**src/rtl/spi_msg_responder_if.sv**
```systemverilog
// rtl/spi_msg_responder_if.sv - SPI bus and core message/response signals of the responder
`timescale 1ns/1ps
interface spi_msg_responder_if #(
  parameter int MSG_LEN  = 4,
  parameter int RESP_LEN = 4
);
  logic                    spi_clk;
  logic                    spi_cs_n;
  logic [7:0]              spi_d_in;
  logic [7:0]              spi_d_out;
  logic                    spi_d_oe;
  logic                    msg_valid;
  logic                    msg_ready;
  logic [8*MSG_LEN-1:0]    msg_data;
  logic                    resp_valid;
  logic [8*RESP_LEN-1:0]   resp_data;
  logic                    abort;

  modport slave (
    input  spi_clk, spi_cs_n, spi_d_in, msg_ready, resp_valid, resp_data,
    output spi_d_out, spi_d_oe, msg_valid, msg_data, abort
  );

  modport master (
    output spi_clk, spi_cs_n, spi_d_in, msg_ready, resp_valid, resp_data,
    input  spi_d_out, spi_d_oe, msg_valid, msg_data, abort
  );
endinterface

```
**src/rtl/spi_msg_responder.sv**
```systemverilog
// rtl/spi_msg_responder.sv - oversampled SPI responder: collects a command message, returns the core's response
`timescale 1ns/1ps
module spi_msg_responder #(
  parameter int         MSG_LEN   = 4,
  parameter int         RESP_LEN  = 4,
  parameter logic [7:0] MARKER    = 8'hA5,
  parameter logic [7:0] BUSY_BYTE = 8'h00,
  parameter logic [7:0] FILL_BYTE = 8'hFF
) (
  input logic               clk,
  input logic               rst_n,
  spi_msg_responder_if.slave bus
);
  localparam int RXW = $clog2(MSG_LEN + 1);
  localparam int TXW = $clog2(RESP_LEN + 1);
  localparam logic [RXW-1:0] RX_LAST = RXW'(MSG_LEN - 1);
  localparam logic [TXW-1:0] TX_LAST = TXW'(RESP_LEN - 1);

  typedef enum logic [2:0] {
    S_IDLE, S_RX, S_MSG_WAIT, S_RESP_WAIT, S_TX_MARK, S_TX, S_DONE
  } state_t;

  state_t state, state_n;

  // spi_clk gets a third stage for edge detection; data keeps the same depth so it lines up with the edge
  logic [2:0]  clk_sync;
  logic [1:0]  cs_sync;
  logic [7:0]  d_s1, d_s2;
  logic        rise, fall, cs_high;

  logic [8*MSG_LEN-1:0]  rx_sr;
  logic [8*MSG_LEN+7:0]  rx_next;
  logic [8*RESP_LEN-1:0] tx_sr;
  logic [RXW-1:0]        rx_cnt;
  logic [TXW-1:0]        tx_cnt;
  logic [7:0]            d_out_q;
  logic                  oe_q, msg_valid_q, abort_q;

  logic       capture, msg_set, msg_clr, load_resp, drive, tx_shift, end_txn, abort_n;
  logic [7:0] drive_byte;

  always_ff @(posedge clk or negedge rst_n) begin
    if (!rst_n) begin
      clk_sync <= 3'b000;
      cs_sync  <= 2'b11;
      d_s1     <= 8'h00;
      d_s2     <= 8'h00;
    end else begin
      clk_sync <= {clk_sync[1:0], bus.spi_clk};
      cs_sync  <= {cs_sync[0], bus.spi_cs_n};
      d_s1     <= bus.spi_d_in;
      d_s2     <= d_s1;
    end
  end

  assign rise    = clk_sync[1] & ~clk_sync[2];
  assign fall    = ~clk_sync[1] & clk_sync[2];
  assign cs_high = cs_sync[1];
  assign rx_next = {rx_sr, d_s2};

  always_ff @(posedge clk or negedge rst_n) begin
    if (!rst_n) state <= S_IDLE;
    else        state <= state_n;
  end

  always_comb begin
    state_n    = state;
    capture    = 1'b0;
    msg_set    = 1'b0;
    msg_clr    = 1'b0;
    load_resp  = 1'b0;
    drive      = 1'b0;
    drive_byte = BUSY_BYTE;
    tx_shift   = 1'b0;
    end_txn    = 1'b0;
    abort_n    = 1'b0;
    // Chip-select release outranks every edge and handshake seen in the same cycle
    if (state != S_IDLE && cs_high) begin
      state_n = S_IDLE;
      end_txn = 1'b1;
      abort_n = (state == S_RX && rx_cnt != '0) || state == S_MSG_WAIT ||
                state == S_RESP_WAIT || state == S_TX_MARK;
    end else begin
      case (state)
        S_IDLE: if (!cs_high) state_n = S_RX;
        S_RX: if (rise) begin
          capture = 1'b1;
          if (rx_cnt == RX_LAST) begin
            msg_set = 1'b1;
            state_n = S_MSG_WAIT;
          end
        end
        S_MSG_WAIT: begin
          drive = fall;
          if (msg_valid_q && bus.msg_ready) begin
            msg_clr = 1'b1;
            state_n = S_RESP_WAIT;
          end
        end
        S_RESP_WAIT: begin
          drive = fall;
          if (bus.resp_valid) begin
            load_resp = 1'b1;
            state_n   = S_TX_MARK;
          end
        end
        S_TX_MARK: if (fall) begin
          drive      = 1'b1;
          drive_byte = MARKER;
          state_n    = S_TX;
        end
        S_TX: if (fall) begin
          drive      = 1'b1;
          drive_byte = tx_sr[8*RESP_LEN-1 -: 8];
          tx_shift   = 1'b1;
          if (tx_cnt == TX_LAST) state_n = S_DONE;
        end
        S_DONE: if (fall) begin
          drive      = 1'b1;
          drive_byte = FILL_BYTE;
        end
        default: state_n = S_IDLE;
      endcase
    end
  end

  always_ff @(posedge clk or negedge rst_n) begin
    if (!rst_n) begin
      rx_sr       <= '0;
      tx_sr       <= '0;
      rx_cnt      <= '0;
      tx_cnt      <= '0;
      d_out_q     <= BUSY_BYTE;
      oe_q        <= 1'b0;
      msg_valid_q <= 1'b0;
      abort_q     <= 1'b0;
    end else begin
      abort_q <= abort_n;
      if (end_txn) begin
        oe_q        <= 1'b0;
        msg_valid_q <= 1'b0;
        rx_cnt      <= '0;
        tx_cnt      <= '0;
      end
      if (capture) begin
        rx_sr  <= rx_next[8*MSG_LEN-1:0];
        rx_cnt <= rx_cnt + 1'b1;
      end
      if (msg_set) begin
        msg_valid_q <= 1'b1;
        oe_q        <= 1'b1;
      end
      if (msg_clr)   msg_valid_q <= 1'b0;
      if (load_resp) tx_sr <= bus.resp_data;
      if (msg_set || drive) d_out_q <= drive_byte;
      if (tx_shift) begin
        tx_sr  <= tx_sr << 8;
        tx_cnt <= tx_cnt + 1'b1;
      end
    end
  end

  // rx_sr doubles as the message register: nothing shifts in once the message is complete
  assign bus.msg_data  = rx_sr;
  assign bus.msg_valid = msg_valid_q;
  assign bus.spi_d_out = d_out_q;
  assign bus.spi_d_oe  = oe_q;
  assign bus.abort     = abort_q;
endmodule

```
**src/flat_wrapper.sv**
```systemverilog
// flat-port wrapper written by rule: the top's interface ports become plain ports
module spi_msg_responder_flat 
#(
  parameter int         MSG_LEN   = 4,
  parameter int         RESP_LEN  = 4,
  parameter logic [7:0] MARKER    = 8'hA5,
  parameter logic [7:0] BUSY_BYTE = 8'h00,
  parameter logic [7:0] FILL_BYTE = 8'hFF
)
  (clk, rst_n, bus_spi_clk, bus_spi_cs_n, bus_spi_d_in, bus_msg_ready, bus_resp_valid, bus_resp_data, bus_spi_d_out, bus_spi_d_oe, bus_msg_valid, bus_msg_data, bus_abort);
  spi_msg_responder_if #(.MSG_LEN(MSG_LEN), .RESP_LEN(RESP_LEN)) bus_i ();
  input logic clk;
  input logic rst_n;
  input wire logic [$bits(bus_i.spi_clk)-1:0] bus_spi_clk;
  input wire logic [$bits(bus_i.spi_cs_n)-1:0] bus_spi_cs_n;
  input wire logic [$bits(bus_i.spi_d_in)-1:0] bus_spi_d_in;
  input wire logic [$bits(bus_i.msg_ready)-1:0] bus_msg_ready;
  input wire logic [$bits(bus_i.resp_valid)-1:0] bus_resp_valid;
  input wire logic [$bits(bus_i.resp_data)-1:0] bus_resp_data;
  output wire logic [$bits(bus_i.spi_d_out)-1:0] bus_spi_d_out;
  output wire logic [$bits(bus_i.spi_d_oe)-1:0] bus_spi_d_oe;
  output wire logic [$bits(bus_i.msg_valid)-1:0] bus_msg_valid;
  output wire logic [$bits(bus_i.msg_data)-1:0] bus_msg_data;
  output wire logic [$bits(bus_i.abort)-1:0] bus_abort;
  assign bus_i.spi_clk = bus_spi_clk;
  assign bus_i.spi_cs_n = bus_spi_cs_n;
  assign bus_i.spi_d_in = bus_spi_d_in;
  assign bus_i.msg_ready = bus_msg_ready;
  assign bus_i.resp_valid = bus_resp_valid;
  assign bus_i.resp_data = bus_resp_data;
  assign bus_spi_d_out = bus_i.spi_d_out;
  assign bus_spi_d_oe = bus_i.spi_d_oe;
  assign bus_msg_valid = bus_i.msg_valid;
  assign bus_msg_data = bus_i.msg_data;
  assign bus_abort = bus_i.abort;
  spi_msg_responder #(.MSG_LEN(MSG_LEN), .RESP_LEN(RESP_LEN), .MARKER(MARKER), .BUSY_BYTE(BUSY_BYTE), .FILL_BYTE(FILL_BYTE)) u_core (.clk(clk), .rst_n(rst_n), .bus(bus_i));
endmodule
```
**config.mk**
```make
export PLATFORM = sky130hd
export DESIGN_NAME = spi_msg_responder_flat
export DESIGN_NICKNAME = d
export VERILOG_FILES = /design/src/rtl/spi_msg_responder_if.sv /design/src/rtl/spi_msg_responder.sv /design/src/flat_wrapper.sv
export SDC_FILE = /design/constraint.sdc
export NUM_CORES = 1
export LEC_CHECK = 0
export ABC_AREA = 0
export CAP_MARGIN = 20
export CORE_MARGIN = 2
export CORE_UTILIZATION = 30
export DETAILED_ROUTE_END_ITERATION = 10
export PLACE_DENSITY = 0.55
export SLEW_MARGIN = 20
export SYNTH_ARGS = -nofsm -noshare
export SYNTH_HDL_FRONTEND = slang
export SYNTH_SLANG_ARGS = --single-unit
```
**constraint.sdc**
```tcl
create_clock -name clk -period 3.8 [get_ports clk]
set_clock_uncertainty 0.1 [all_clocks]
set_input_delay 0.38 -clock clk [delete_from_list [all_inputs] [get_ports clk]]
set_output_delay 0.38 -clock clk [all_outputs]
set_load 0.02 [all_outputs]
```
# Yosys cells after proc, flatten, opt, wreduce, memory -nomap -nowiden

Cells that the tools add are included.
W data, S select, Z words.

Flip-flop bits (word level): 105
Bits in latches: 0
RAM bits: 0
Memory bits (read-only): 0
Output and inout bits: 43
Word-level logic and storage cells: 97
Memories kept: 0

Add/sub/neg operators: 2
Multiply operators: 0
Div/mod/pow operators: 0
Magnitude comparators: 0
Eq/ne operators: 17
Shift-type cells: 0
Mux-type cells: 43
Bitwise logic cells: 4
Reduce and logical (&&, ||, !) cells: 18

Operators by type and width:

| kind                  | number |
|---|---|
| $mux W32              | 2 |
| $mux W3               | 12 |
| $mux W8               | 4 |
| $pmux W8 S3           | 1 |
| $mux W1               | 22 |
| $pmux W3 S7           | 1 |
| $eq A3 B2 Y1 const B  | 4 |
| $ne A3 B1 Y1 const B  | 4 |
| $eq A3 B3 Y1 const B  | 3 |
| $ne A3 B2 Y1 const B  | 3 |
| $reduce_and A9 Y1     | 1 |
| $reduce_bool A3 Y1    | 3 |
| $reduce_bool A2 Y1    | 4 |
| $add A3 B1 Y3 const B | 2 |
| $logic_or A1 B1 Y1    | 4 |
| $eq A3 B1 Y1 const B  | 1 |
| $logic_and A1 B1 Y1   | 3 |
| $logic_not A3 Y1      | 1 |
| $ne A3 B3 Y1 const B  | 1 |
| $reduce_or A3 Y1      | 1 |
| $and A1 B1 Y1         | 2 |
| $ne A2 B1 Y1 const B  | 1 |
| $not A1 Y1            | 2 |
| $pmux W1 S2           | 1 |
| $reduce_or A2 Y1      | 1 |

# Depth between registers and ports, before layout

Depth after elaboration: 7
Depth in mapped cells: 6

# Worst setup path before layout

Ideal clock, no wire load.

Kind: register to register
Start point: register u_core.state[2]
End point: register u_core.rx_sr[10], in the netlist u_core.bus.msg_data[10]
Setup time: 0.125 ns
Arrival: 1.639 ns
Required time: 3.575 ns
Slack: 1.936 ns
Cell stages (with the launch flop): 7
Period minus slack after synthesis: 1.864 ns
Path through: dfrtp_1 clkbuf_1 nor3b_2 nand2b_4 buf_6 buf_8 mux2_4

Word-level cells in the longest chain between the ends: 3
Elaborated cells between the ends (all ways): 5

RTL lines:

| item                                                      | line                                             | text |
|---|---|---|
| start: declaration                                        | spi_msg_responder.sv:23                          | `state_t state, state_n;` |
| start signal: assignment                                  | spi_msg_responder.sv:63                          | `else state <= state_n;` |
| $eq A3 B1 Y1 / $reduce_bool A3 Y1 (equally long branches) | spi_msg_responder.sv:84, spi_msg_responder.sv:78 |  |
| $mux W1 / $logic_and A1 B1 Y1 (equally long branches)     | spi_msg_responder.sv:84, spi_msg_responder.sv:78 |  |
| $mux W1 (*)                                               | spi_msg_responder.sv:78                          | `if (state != S_IDLE && cs_high) begin` |
| end signal: assignment                                    | spi_msg_responder.sv:146                         | `rx_sr <= rx_next[8*MSG_LEN-1:0];` |
| end: declaration                                          | spi_msg_responder.sv:31                          | `logic [8*MSG_LEN-1:0] rx_sr;` |

Every way passes the cells marked *; elsewhere a longest branch is shown, timed or not.
A chain may end at the register's enable or synchronous reset.

# Worst setup path in the final report

Start point: register u_core.state[2]
End point: register u_core.tx_sr[8]

Word-level cells in the longest chain between the ends: 4
Elaborated cells between the ends (all ways): 10

RTL lines:

| item                                                  | line                                             | text |
|---|---|---|
| $eq A3 B3 Y1, or another cell as far along            | spi_msg_responder.sv:84                          | `case (state)` |
| $mux W1 / $logic_and A1 B1 Y1 (equally long branches) | spi_msg_responder.sv:84, spi_msg_responder.sv:78 |  |
| $mux W1                                               | spi_msg_responder.sv:78                          |  |
| $mux W32 / $reduce_bool A2 Y1 (equally long branches) | -                                                |  |
| end signal: assignment                                | spi_msg_responder.sv:154                         | `if (load_resp) tx_sr <= bus.resp_data;` |
| end signal: assignment                                | spi_msg_responder.sv:157                         | `tx_sr <= tx_sr << 8;` |
| end: declaration                                      | spi_msg_responder.sv:33                          | `logic [8*RESP_LEN-1:0] tx_sr;` |

Parallel ways exist; a longest one is shown, timed or not.

==> impl_metrics.toml <==
[floorplan]
die_x_um = 127
dieArea_sq_mm = 0.0162
ios = 89
fp-row-count = 45
start_util_pct = 30.3
core_sq_mm = 0.0150
fp.dieH_um = 127

[power_and_ir_drop]
pwr-share-clk_pct = 28.8
comb_power_share_pct = 24.7
p_leak_nw = 2.43
cellPowerDensity_mw_per_mm2 = 521
p_int_mw = 2.16
seqPwrFrac_pct = 46.5
p_sw_share_pct = 28.8
ir_drop_mv = 0.212
power.total_mw = 3.04
p_switching_mw = 0.875

[drt]
routed_wl_um = 10800
drtIter0Drc = 273
dr.pass1.iters = 5
wl_met3_um = 555
vias_per_cell = 5.07
ant_nets = 0
wl_met1_um = 4990
vias = 3287
drc = 0
wl_met2_um = 5150
detail_route.wl_per_cell_um = 16.7
dr.max_layer_used = "met4"

[timing]
tns_ps = 0
relSlewSlack_pct = 37.4
finalMaxSlewViolations = 0
setup_viol = 0
hold_violations = 3
max_freq_mhz = 404
hold_ws_ps = -13.6
fin_crit_ps = 2470
worst_pin_slew_ps = 937
fin_crit_sh_pct = 65.1
rsz0062_at_grt = "false"

[clocking]
numCtsBuffers = 9
h-tree-depth = 3
cts_tree = "yes"
clkLatencyLatePin_ps = 340
cts_setup_buffers = 0
cts_root_buffer = "clkbuf_16"
cts_resized = 0
clk_pin_slew_ps = 70
clk_path_buf_depth = 2
cts_hold_buf = 0
clock-sinks = 105

[place]
gp_congestion = 0.812
io_buffer_count = 88
hpwl_um = 7530
placed_cells_incl_taps = 632
place_area_sq_mm = 0.00556

[yosys]
ys_seq_area_share_pct = 57.7
yosysWarnings = 0
synth_fa_ha_area_share_pct = 1.37
synth_edf_count = 0
netlist_area_sq_mm = 0.00456
ys_seq_elements = 105
synthSimpleGateAreaFrac_pct = 11.4
syn_inst = 385
synth_top_family_by_area = "compound AO/OA/AOI/OAI gates"
synth_compound_area_share_pct = 14.3
synthMuxAreaShare_pct = 10.4
syn-num-nets = 436
synth_cell_type_count = 48
synth_area_per_cell_sq_um = 11.8
synth_ff_type = "dfrtp_1"
async_flop_share_pct = 100
post_synth_xor_area_fraction_pct = 0

[global_routing]
grt_pass1_vias = 3340
grt-ovfl-total = 0
grt_pass1_wl_um = 17700
grt_usage_pct = 13.8
grt_start_max_net_pins = 59
antenna_found_initial = 0

[worst_setup_path]
cp-end-kind = "flip-flop"
slowest_delay_ps = 710
worstPathCellList = "nand3b_1 -> buf_4 -> nor2_1 -> a221o_1"
regToRegSetupSlack_ps = 1330
slowest_stage = "dfrtp_1"
crit_required_ps = 3980
path_buf_inv = 1
cp-start-kind = "flip-flop"
crit_arrival_ps = 2660
criticalPathCategory = "reg -> reg"
crit_family = "simple AND/OR/NAND/NOR gates"
crit_fanout = 19

[layout]
final_cell_area_sq_mm = 0.00584
layout_commonest_cell = "dfrtp_1"
synthToLayoutAreaGrowth_pct = 28.0
final_cell_mix = "dfrtp_1 (103), clkdlybuf4s50_1 (87), o21ai_0 (41)"
multi_input_area_sq_mm = 0.00172
drive_gt1_share_pct = 13.5
final_nets = 506
fill_cells = 1449
n_antenna_cell = 0
ff_latch_area_sq_mm = 0.00263
stdcell_count = 648

[job]
cap_violations = 0

[min_path]
hold_class = "in -> async"

[outcome]
outcome = "finished with violations"
violations = "hold timing"
## Yosys cell counts (2+ instances only)
cell,instances,area share [%]
nand2b_1,2,0.27
buf_8,3,0.99
inv_1,12,0.99
nor2b_1,2,0.27
ha_1,5,1.4
dfstp_2,2,1.2
nand2_1,3,0.25
or3_1,2,0.27
a311oi_1,2,0.38
o21ai_0,41,4.5
mux2_2,2,0.49
a21o_1,4,0.66
nor3_1,24,2.6
dfrtp_1,103,57
a32o_1,8,1.8
and3_1,3,0.41
buf_2,4,0.44
a31oi_1,24,3.3
a21oi_1,18,2.0
o311a_1,2,0.44
mux2_4,30,9.9
clkbuf_1,26,2.1
nor2_1,4,0.33
nand3_1,35,3.8
## state kept, by name, summed over array words and instances (netlist names), 2 cells and up
name / flops
u_core.d_s2: 8
u_core.rx_cnt: 3
u_core.tx_cnt: 3
u_core.clk_sync: 3
u_core.tx_sr: 32
u_core.bus.spi_d_out: 8
u_core.bus.msg_data: 32
u_core.state: 3
u_core.cs_sync: 2
u_core.d_s1: 8
## power by group through the flow
stage	clock network, mW	registers [mW]	logic [mW]
3_5_place_dp	0	1.44	0.759
4_1_cts	0.899	1.42	0.760
6_report	0.875	1.41	0.750
3_3_place_gp	0	1.43	0.748
5_1_grt	0.952	1.44	0.795
2_1_floorplan	0	1.55	0.248
## routing by layer
layer | GRT usage (%) | up-vias
li1 | - | 1555
met1 | 19.1 | 1631
met2 | 21.5 | 91
met3 | 2.81 | 10
met4 | 4.85 | 0
met5 | 0 | -
## metrics by stage
stage | util (%) | setup WS [ps] | hold slack, ps
floorplan | - | 1940 | -15.6
global placement | 37.0 | 1420 | 233
detailed placement | 37.0 | 1340 | 235
CTS | 38.8 | 1340 | 27.7
global route | 38.8 | 1100 | 50.9
finish | 38.8 | 1330 | -13.6
## cells by family (layout without fill, tap and decap cells)
kind of cell,count (synthesis),after routing
AND/OR/NAND/NOR,90,90
AO/OA/AOI/OAI,106,106
buffers and inverters,47,122
multiplexers,32,32
flip-flops,105,105
adder cells (fa/ha/maj),5,5
## final cells by class
cell class / count / share of cell area [%]
inverter: 12 / 0.772
tap: 188 / 4.03
sequential: 105 / 45.1
clock buffer: 9 / 3.86
multi-input combinational: 233 / 29.5
timing repair buffer: 94 / 15.8
clock inverter: 7 / 0.943
## final timing paths
kind	start	cells after the start	endpoint
worst min-delay path	rst_n	1	u_core.bus.msg_data[27]
worst max-delay path	u_core.state[2]	4	u_core.tx_sr[8]
min in group clk	u_core.d_s1[5]	0	u_core.d_s2[5]
worst max register to register	u_core.state[2]	4	u_core.tx_sr[8]
max in group asynchronous	rst_n	2	u_core.tx_sr[11]
worst min register to register	u_core.d_s1[5]	0	u_core.d_s2[5]
Power figures use the tool's default switching activity.
